<file path="src/rtl/and_or_ser_pkg.sv">
// rtl/and_or_ser_pkg.sv - shared state type, idle level and frame length helper for the result serializer
package and_or_ser_pkg;

    typedef enum logic [2:0] {
        IDLE   = 3'd0,
        START  = 3'd1,
        DATA   = 3'd2,
        PARITY = 3'd3,
        STOP   = 3'd4
    } state_t;

    localparam logic IDLE_LEVEL = 1'b1;

    // Bits per frame: start + data + optional parity + stop.
    function automatic int frame_bits(input int data_w, input bit parity_en);
        return data_w + (parity_en ? 3 : 2);
    endfunction

endpackage

</file>
<file path="src/rtl/and_or_result_serializer_if.sv">
// rtl/and_or_result_serializer_if.sv - valid/ready result-word handshake from the selector stage
interface and_or_result_serializer_if #(
    parameter int DATA_W = 8
);
    logic [DATA_W-1:0] in_data;
    logic              in_valid;
    logic              in_ready;

    modport master (output in_data, output in_valid, input in_ready);
    modport slave  (input in_data, input in_valid, output in_ready);
endinterface

</file>
<file path="src/rtl/and_or_bit_timer.sv">
// rtl/and_or_bit_timer.sv - bit-period counter, pulses wrap on the last cycle of each bit
module and_or_bit_timer #(
    parameter int CLKS_PER_BIT = 4
) (
    input  logic clk,
    input  logic rst_n,
    input  logic en,
    output logic wrap
);
    localparam int CNT_W = (CLKS_PER_BIT > 1) ? $clog2(CLKS_PER_BIT) : 1;
    localparam logic [CNT_W-1:0] LAST = CNT_W'(CLKS_PER_BIT - 1);

    logic [CNT_W-1:0] cnt_q;

    assign wrap = en & (cnt_q == LAST);

    always_ff @(posedge clk or negedge rst_n) begin
        if (!rst_n) begin
            cnt_q <= '0;
        end else if (en) begin
            cnt_q <= wrap ? '0 : cnt_q + CNT_W'(1);
        end
    end
endmodule

</file>
<file path="src/rtl/and_or_result_serializer.sv">
// rtl/and_or_result_serializer.sv - framed LSB-first single-pin serializer for selector results; option AND_OR_SER_PARITY_EN
module and_or_result_serializer
    import and_or_ser_pkg::*;
#(
    parameter int CLKS_PER_BIT = 4,
    parameter int DATA_W       = 8
) (
    input  logic                      clk,
    input  logic                      rst_n,
    input  logic                      ena,
    and_or_result_serializer_if.slave in_if,
    output logic                      ser_out,
    output logic                      busy,
    output logic                      done,
    output logic [7:0]                frame_cnt
);
    localparam int IDX_W = (DATA_W > 1) ? $clog2(DATA_W) : 1;
    localparam logic [IDX_W-1:0] LAST_IDX = IDX_W'(DATA_W - 1);

    state_t            state_q, state_d;
    logic [DATA_W-1:0] hold_q;
    logic [DATA_W-1:0] shift_q;
    logic              hold_full_q;
    logic [IDX_W-1:0]  idx_q;
    logic              load;
    logic              accept;
    logic              wrap;
`ifdef AND_OR_SER_PARITY_EN
    logic              par_q;
`endif

    assign in_if.in_ready = ~hold_full_q & ena;
    assign accept         = in_if.in_valid & in_if.in_ready;
    assign busy           = (state_q != IDLE);

    and_or_bit_timer #(
        .CLKS_PER_BIT(CLKS_PER_BIT)
    ) u_timer (
        .clk   (clk),
        .rst_n (rst_n),
        .en    (ena & busy),
        .wrap  (wrap)
    );

    always_comb begin
        state_d = state_q;
        load    = 1'b0;
        ser_out = IDLE_LEVEL;
        done    = 1'b0;
        case (state_q)
            IDLE: begin
                if (ena && hold_full_q) begin
                    load    = 1'b1;
                    state_d = START;
                end
            end
            START: begin
                ser_out = 1'b0;
                if (wrap) state_d = DATA;
            end
            DATA: begin
                ser_out = shift_q[0];
                if (wrap && idx_q == LAST_IDX) begin
`ifdef AND_OR_SER_PARITY_EN
                    state_d = PARITY;
`else
                    state_d = STOP;
`endif
                end
            end
`ifdef AND_OR_SER_PARITY_EN
            PARITY: begin
                ser_out = par_q;
                if (wrap) state_d = STOP;
            end
`endif
            STOP: begin
                ser_out = IDLE_LEVEL;
                if (wrap) begin
                    done = 1'b1;
                    // A waiting word starts its frame with no idle gap.
                    if (hold_full_q) begin
                        load    = 1'b1;
                        state_d = START;
                    end else begin
                        state_d = IDLE;
                    end
                end
            end
            default: state_d = IDLE;
        endcase
    end

    always_ff @(posedge clk or negedge rst_n) begin
        if (!rst_n) begin
            state_q     <= IDLE;
            hold_q      <= '0;
            hold_full_q <= 1'b0;
            shift_q     <= '0;
            idx_q       <= '0;
            frame_cnt   <= '0;
`ifdef AND_OR_SER_PARITY_EN
            par_q       <= 1'b0;
`endif
        end else if (ena) begin
            state_q     <= state_d;
            if (accept) hold_q <= in_if.in_data;
            hold_full_q <= accept | (hold_full_q & ~load);
            if (load) begin
                shift_q <= hold_q;
                idx_q   <= '0;
`ifdef AND_OR_SER_PARITY_EN
                par_q   <= ^hold_q;
`endif
            end else if (state_q == DATA && wrap) begin
                shift_q <= shift_q >> 1;
                idx_q   <= idx_q + IDX_W'(1);
            end
            if (done) frame_cnt <= frame_cnt + 8'd1;
        end
    end
endmodule

</file>
<file path="src/flat_wrapper.sv">
// flat-port wrapper written by rule: the top's interface ports become plain ports
module and_or_result_serializer_flat import and_or_ser_pkg::*;
#(
    parameter int CLKS_PER_BIT = 4,
    parameter int DATA_W       = 8
)
  (clk, rst_n, ena, ser_out, busy, done, frame_cnt, in_if_in_data, in_if_in_valid, in_if_in_ready);
  and_or_result_serializer_if #(.DATA_W(DATA_W)) in_if_i ();
  input  logic clk;
  input  logic rst_n;
  input  logic ena;
  output logic ser_out;
  output logic busy;
  output logic done;
  output logic [7:0] frame_cnt;
  input wire logic [$bits(in_if_i.in_data)-1:0] in_if_in_data;
  input wire logic [$bits(in_if_i.in_valid)-1:0] in_if_in_valid;
  output wire logic [$bits(in_if_i.in_ready)-1:0] in_if_in_ready;
  assign in_if_i.in_data = in_if_in_data;
  assign in_if_i.in_valid = in_if_in_valid;
  assign in_if_in_ready = in_if_i.in_ready;
  and_or_result_serializer #(.CLKS_PER_BIT(CLKS_PER_BIT), .DATA_W(DATA_W)) u_core (.clk(clk), .rst_n(rst_n), .ena(ena), .in_if(in_if_i), .ser_out(ser_out), .busy(busy), .done(done), .frame_cnt(frame_cnt));
endmodule
</file>
<file path="config.mk">
export PLATFORM = sky130hd
export DESIGN_NAME = and_or_result_serializer_flat
export DESIGN_NICKNAME = d
export VERILOG_FILES = /design/src/rtl/and_or_ser_pkg.sv /design/src/rtl/and_or_result_serializer_if.sv /design/src/rtl/and_or_bit_timer.sv /design/src/rtl/and_or_result_serializer.sv /design/src/flat_wrapper.sv
export SDC_FILE = /design/constraint.sdc
export NUM_CORES = 1
export LEC_CHECK = 0
export ABC_AREA = 1
export ABC_CLOCK_PERIOD_IN_PS = 2200
export CORE_UTILIZATION = 45
export CTS_BUF_LIST = sky130_fd_sc_hd__clkbuf_16
export CTS_CLUSTER_DIAMETER = 30
export CTS_CLUSTER_SIZE = 12
export DETAILED_ROUTE_END_ITERATION = 6
export PLACE_DENSITY = 0.71
export SETUP_SLACK_MARGIN = 0.2
export SYNTH_ARGS = -nofsm -noshare
export SYNTH_HDL_FRONTEND = slang
export SYNTH_SLANG_ARGS = --single-unit
</file>
<file path="constraint.sdc">
create_clock -name clk -period 2.2 [get_ports clk]
set_input_delay 0.44 -clock clk [delete_from_list [all_inputs] [get_ports clk]]
set_output_delay 0.44 -clock clk [all_outputs]
set_load 0.01 [all_outputs]
</file>
# After elaboration in Yosys (flattened, before gate mapping)
# Cells that the tools add are included.
[totals]
regBits = 33
latch_bits = 0
ramBits = 0
rom_bits = 0
in_bits = 12
memories = 0
[classes]
n_addsub = 3
n_mul = 0
div_mod_pow = 0
n_lt_le_gt_ge = 0
n_eq_ne = 9
shifts = 0
muxes = 18
bitwise_logic = 8
n_reduce_logical = 10
[op_table]
columns = ["operator", "n"]
rows = [
  ["two-way mux 3 bit", 6],
  ["two-way mux 8 bit", 2],
  ["one-hot mux 3 bit (4 select lines)", 1],
  ["adder 8 x 1 -> 8 bit, second input constant", 1],
  ["== test 3 bit, second input constant", 2],
  ["two-way mux 1 bit", 6],
  ["AND reduction 2 bit", 3],
  ["AND 1 bit", 5],
  ["AND reduction 5 bit", 1],
  ["!= test 2 x 1 -> 1 bit, second input constant", 2],
  ["!= test 2 bit, second input constant", 2],
  ["one-hot mux 1 bit (2 select lines)", 2],
  ["adder 3 x 1 -> 3 bit, second input constant", 1],
  ["== test 3 x 1 -> 1 bit, second input constant", 1],
  ["== test 3 x 2 -> 1 bit, second input constant", 1],
  ["logical AND 1 bit", 3],
  ["logical NOT 3 bit", 1],
  ["nonzero test 3 bit", 1],
  ["adder 2 x 1 -> 2 bit, second input constant", 1],
  ["== test 2 bit, second input constant", 1],
  ["two-way mux 2 bit", 1],
  ["NOT 1 bit", 2],
  ["nonzero test 2 bit", 1],
  ["bitwise OR 1 bit", 1],
]

# Depth between registers and ports, before layout
[logic_depth]
depth_word = 8
depth_mapped = 9
mapped_depth_nobuf = 9

# Modules after synthesis
# Synthesis repeated with hierarchy kept, for this count alone.
[unflattened]
hier_cells = 195
hier_area_um2 = 1716.6
[by_module_without_submodules]
columns = ["mod", "n_inst", "cells_each", "area_per_inst_um2", "seq_area_each_um2"]
rows = [
  ["and_or_result_serializer", 1, 182, 1616.6, 775.7],
  ["and_or_bit_timer", 1, 13, 100.1, 50.0],
]

# Worst setup path before layout
# OpenSTA, ideal clock, no wires.
[synth_timing]
path_type = "register to output"
from = "register u_core.u_timer.cnt_q[0]"
to = "output done"
arrival_time_ps = 1045
slack_ps = 715
stages_incl_launch_ff = 6
n_path_buf = 0
cell_sequence = "dfrtp_1 -> ha_1 -> nand3_4 -> inv_2 -> nand2_2 -> inv_1"
[synth_between]
elab_chain_len = 4
[synth_rtl]
columns = ["element", "line", "rtl"]
rows = [
  ["start, declared", "and_or_bit_timer.sv:13", "logic [CNT_W-1:0] cnt_q;"],
  ["start signal, assigned", "and_or_bit_timer.sv:21", "cnt_q <= wrap ? '0 : cnt_q + CNT_W'(1);"],
  ["== test 2 bit", "and_or_bit_timer.sv:15", "assign wrap = en & (cnt_q == LAST);"],
  ["AND 1 bit", "and_or_bit_timer.sv:15", ""],
  ["two-way mux 1 bit", "and_or_result_serializer.sv:79", "if (wrap) begin"],
  ["two-way mux 1 bit", "and_or_result_serializer.sv:50", "case (state_q)"],
  ["end, declared", "flat_wrapper.sv:14", "output logic done;"],
]
# No other way between the ends.

# Worst setup path after layout
[layout_timing]
from = "register u_core.state_q[0]"
to = "output done"
[layout_between]
elab_chain_len = 5
elab_cells_between_ends = 6
cone_classes = "eq/ne: 1; mux: 2; bitwise: 2; reduce/logical: 1"
[layout_rtl]
columns = ["element", "line", "rtl"]
rows = [
  ["start, declared", "and_or_result_serializer.sv:20", "state_t state_q, state_d;"],
  ["start signal, assigned", "and_or_result_serializer.sv:106", "state_q <= state_d;"],
  ["nonzero test 3 bit", "and_or_result_serializer.sv:34", "assign busy = (state_q != IDLE);"],
  ["AND 1 bit", "and_or_result_serializer.sv:41", ".en (ena & busy),"],
  ["AND 1 bit", "and_or_bit_timer.sv:15", ""],
  ["two-way mux 1 bit", "and_or_result_serializer.sv:79", ""],
  ["two-way mux 1 bit (*)", "and_or_result_serializer.sv:50", ""],
]
# Mark *: on every way between the ends. The rest lies on a longest branch, timed or not.

==> flow_summary.yaml <==
cts:
  cts_max_level: 2
  cts_tree: "done"
  clkSinkCount: 33
  worst_skew_pair.late_latency_ns: 0.28
  ctsHoldBuffers: 0
  cts_inserted_buffers: 5
  max-clock-path-buffers: 2
  cts_root_buf: "sky130_fd_sc_hd__clkbuf_16"
  cts.clk_slew.worst_paths_ns: 0.05
critical_path:
  setup.worst_path.end_class: "output pin"
  worst_ep_required_time_ns: 1.76
  setup.worst_path.start_class: "flop"
  timing.critical_path.slowest_stage_cell: "sky130_fd_sc_hd__dfrtp_2"
  critical_path.cell_chain: "buf_4, nor2_4, nand2_4, nand3_4, inv_2, nand2_2, inv_1, dlygate4sd2_1"
  cp-startpoint: "u_core.state_q[0]"
  critical_path.max_stage_delay_ns: 0.41
  crit_path_max_fanout: 4
  crit_arrival_ns: 1.51
  timing.rr.start: "u_core.state_q[0]"
  setup.worst_path.class: "flop to output pin"
place:
  place.gp.congestion: 0.7460
  placed_cells: 274
  port_buffers: 23
  dpl-instance-area_sq_um: 1989
  place_hpwl_mm: 2.144
  pre_cts_slack_ns: -0.06664
floorplan:
  coreArea_sq_um: 3416
  start_util_pct: 48.06
  die_area_sq_um: 3894
  chipHeight_um: 62.40
  number_of_placement_rows: 21
  ios: 24
  fp.dieW_um: 62.40
final_layout:
  antenna-diode-count: 0
  areaGrowthSynthToFinish_pct: 35.98
  fillerInstances: 285
  layout.cells.non_filler: 290
  layout-drive-gt1-share_pct: 18.44
  post-route-util_pct: 65.35
  fin_nets: 259
  design_area_final_sq_um: 2232
routing:
  detail_route.first_pass.iterations: 4
  post-route-drc-count: 0
  drt-total-wl_mm: 3.182
  detail_routed_net_length_per_standard_cell_um: 10.97
  postRouteAntennaNets: 0
  detailroute.via_count: 1358
  first_iter_violations: 39
  routed_via_density: 4.683
timing:
  postLayoutSetupSlackWorst_ns: 0.2497
  finClkSkew_ns: 0.002268
  layout_worst_path_cycle_share_pct: 88.65
  worst-slew-pin-transition_ns: 0.4106
  grt_setup_unrepaired: "true"
  max_slew_margin_pct: 72.63
  achievable-frequency_mhz: 512.7
  period_minus_slack_ns: 1.950
  setup-violations-final: 0
  max_slew_violation_count: 0
  hold_violations: 0
outcome:
  run_status: "complete, no violations"
logic_synthesis:
  netlist_area_sq_um: 1642
  synth.yosys.seq_area_share_pct: 50.30
  yosys_register_bits: 33
  synth-async-reset-ratio_pct: 100.0
  synth_area_per_cell_sq_um: 8.333
  synth.lib_cells_used.distinct: 24
  syn-num-nets: 213
  synth-warning-count: 0
  syn-instance-count: 197
  synth_ff_type: "sky130_fd_sc_hd__dfrtp_1"
  number_of_enable_flip_flop_cells_after_synthesis: 0
global_route:
  first_pass_grt_wire_length_mm: 5.837
  first_global_vias: 1313
  grt_antenna_before_repair: 0
  maximum_number_of_pins_on_one_net_before_global_route_repair: 34
  grt-ovfl-total: 0
  groute.usage.overall_pct: 19.49
min_path:
  worst_hold_path_type: "flop to flop"
  hp-start: "u_core.shift_q[6]"
power:
  vdd.ir_drop.worst_mv: 0.6512
  power_density_nw_per_um2: 1093
  leakage_dissipation_nw: 1.177
flow_run:
  cap_violations: 0
## sequential cells by signal, summed over array words and instances, names as in the netlist
register	count
u_core.u_timer.cnt_q	2
u_core.frame_cnt	8
u_core.idx_q	3
u_core.state_q	3
u_core.hold_full_q	1
u_core.shift_q	8
u_core.hold_q	8
## repair_timing
action / in CTS / in global routing
gates cloned: 0 / 0
setup endpoints to repair: 3 / 3
pin swaps: 3 / 1
buffers inserted: 7 / 1
gates resized for setup: 12 / 1
## per-layer routing
| metal | track usage (%) | vias to the layer above | share of wire [%] |
|---|---|---|---|
| met3 | 7.299 | 6 | 4.4 |
| met5 | 0 | - | 0 |
| met1 | 24.40 | 629 | 47 |
| met4 | 6.977 | 0 | 1.4 |
| li1 | - | 696 | - |
| met2 | 30.71 | 27 | 47 |
## logic make-up (layout without fill, tap and decap cells)
family                   after synthesis  in the layout  synth area share, %
AO/OA/AOI/OAI                         19             19                7.622
flip-flops                            33             33                50.30
AND/OR/NAND/NOR                      102            102                27.90
buffers and inverters                 33             80                7.774
adder cells (fa/ha/maj)                4              4                3.049
multiplexers                           1              1               0.6859
XOR/XNOR                               5              5                2.668
## cell type report
class / instances / area (sq um) / share of cell area, %
sequential: 33 / 828.3 / 37.11
tap: 46 / 57.56 / 2.578
timing repair buffer: 40 / 356.6 / 15.98
clock buffer: 5 / 125.1 / 5.605
multi-input combinational: 131 / 724.4 / 32.46
clock inverter: 3 / 17.52 / 0.7848
inverter: 32 / 122.6 / 5.493
## metrics by stage
| step | setup TNS (ns) | total power [mW] | hold slack (ns) |
|---|---|---|---|
| global placement | -0.07677 | 1.664 | 0.4610 |
| global route | 0 | 2.637 | 0.5016 |
| finish | 0 | 2.440 | 0.4760 |
| CTS | 0 | 2.438 | 0.4816 |
| detailed placement | -0.1026 | 1.688 | 0.4680 |
| floorplan | 0 | 1.424 | 0.1444 |
## where the power goes
group / total, mW / internal (mW) / switching, mW / leakage (nW)
clock network: 0.662 / 0.414 / 0.248 / 0.0696
registers: 0.924 / 0.803 / 0.121 / 0.400
logic: 0.855 / 0.378 / 0.477 / 0.708
total: 2.44 / 1.59 / 0.846 / 1.18
## placed cells by master (no fill, tap or decap), drive strengths merged
cell type / count
nand2: 70
dfrtp: 33
inv: 32
clkdlybuf4s50: 19
buf: 17
nor2: 17
nand3: 11
a21oi: 8
o21ai: 8
xor2: 5
clkbuf: 5
ha: 4
dlygate4sd2: 3
nand3b: 2
clkinv: 2
nor3: 1
o2111ai: 1
o21bai: 1
mux2: 1
o21a: 1
nand4: 1
clkinvlp: 1
dlymetal6s2s: 1
## final timing paths
check	to	slack, ns	depth (start not counted)
worst max-delay path	done	0.25	8
min in group asynchronous	u_core.idx_q[1]	0.56	2
worst min-delay path	u_core.shift_q[6]	0.48	2
worst min register to register	u_core.shift_q[6]	0.48	2
max in group asynchronous	u_core.state_q[1]	1.33	2
worst max register to register	u_core.shift_q[2]	0.51	9
## cells in the mapped netlist (2+ instances only)
library cell | count | share of area, %
sky130_fd_sc_hd__o21ai_0 | 5 | 1.5
sky130_fd_sc_hd__ha_1 | 4 | 3.0
sky130_fd_sc_hd__nand3_1 | 10 | 3.0
sky130_fd_sc_hd__nand3b_1 | 2 | 0.91
sky130_fd_sc_hd__xor2_1 | 5 | 2.7
sky130_fd_sc_hd__nand2_4 | 2 | 1.4
sky130_fd_sc_hd__nor2_1 | 13 | 3.0
sky130_fd_sc_hd__nor2_4 | 2 | 1.4
sky130_fd_sc_hd__inv_2 | 4 | 0.91
sky130_fd_sc_hd__inv_1 | 28 | 6.4
sky130_fd_sc_hd__a21oi_1 | 8 | 2.4
sky130_fd_sc_hd__dfrtp_1 | 33 | 50
sky130_fd_sc_hd__nand2_1 | 67 | 15
sky130_fd_sc_hd__nor2_2 | 2 | 0.76
sky130_fd_sc_hd__o21ai_1 | 3 | 0.91
## worst max-delay path: cells and delay by family (launching register included)
kind / cells / cell delay, ns
buffers and inverters: 4 / 0.52
and+or+nand+nor: 4 / 0.31
DFF: 1 / 0.41
No activity file was read; power rests on OpenSTA's default activity.
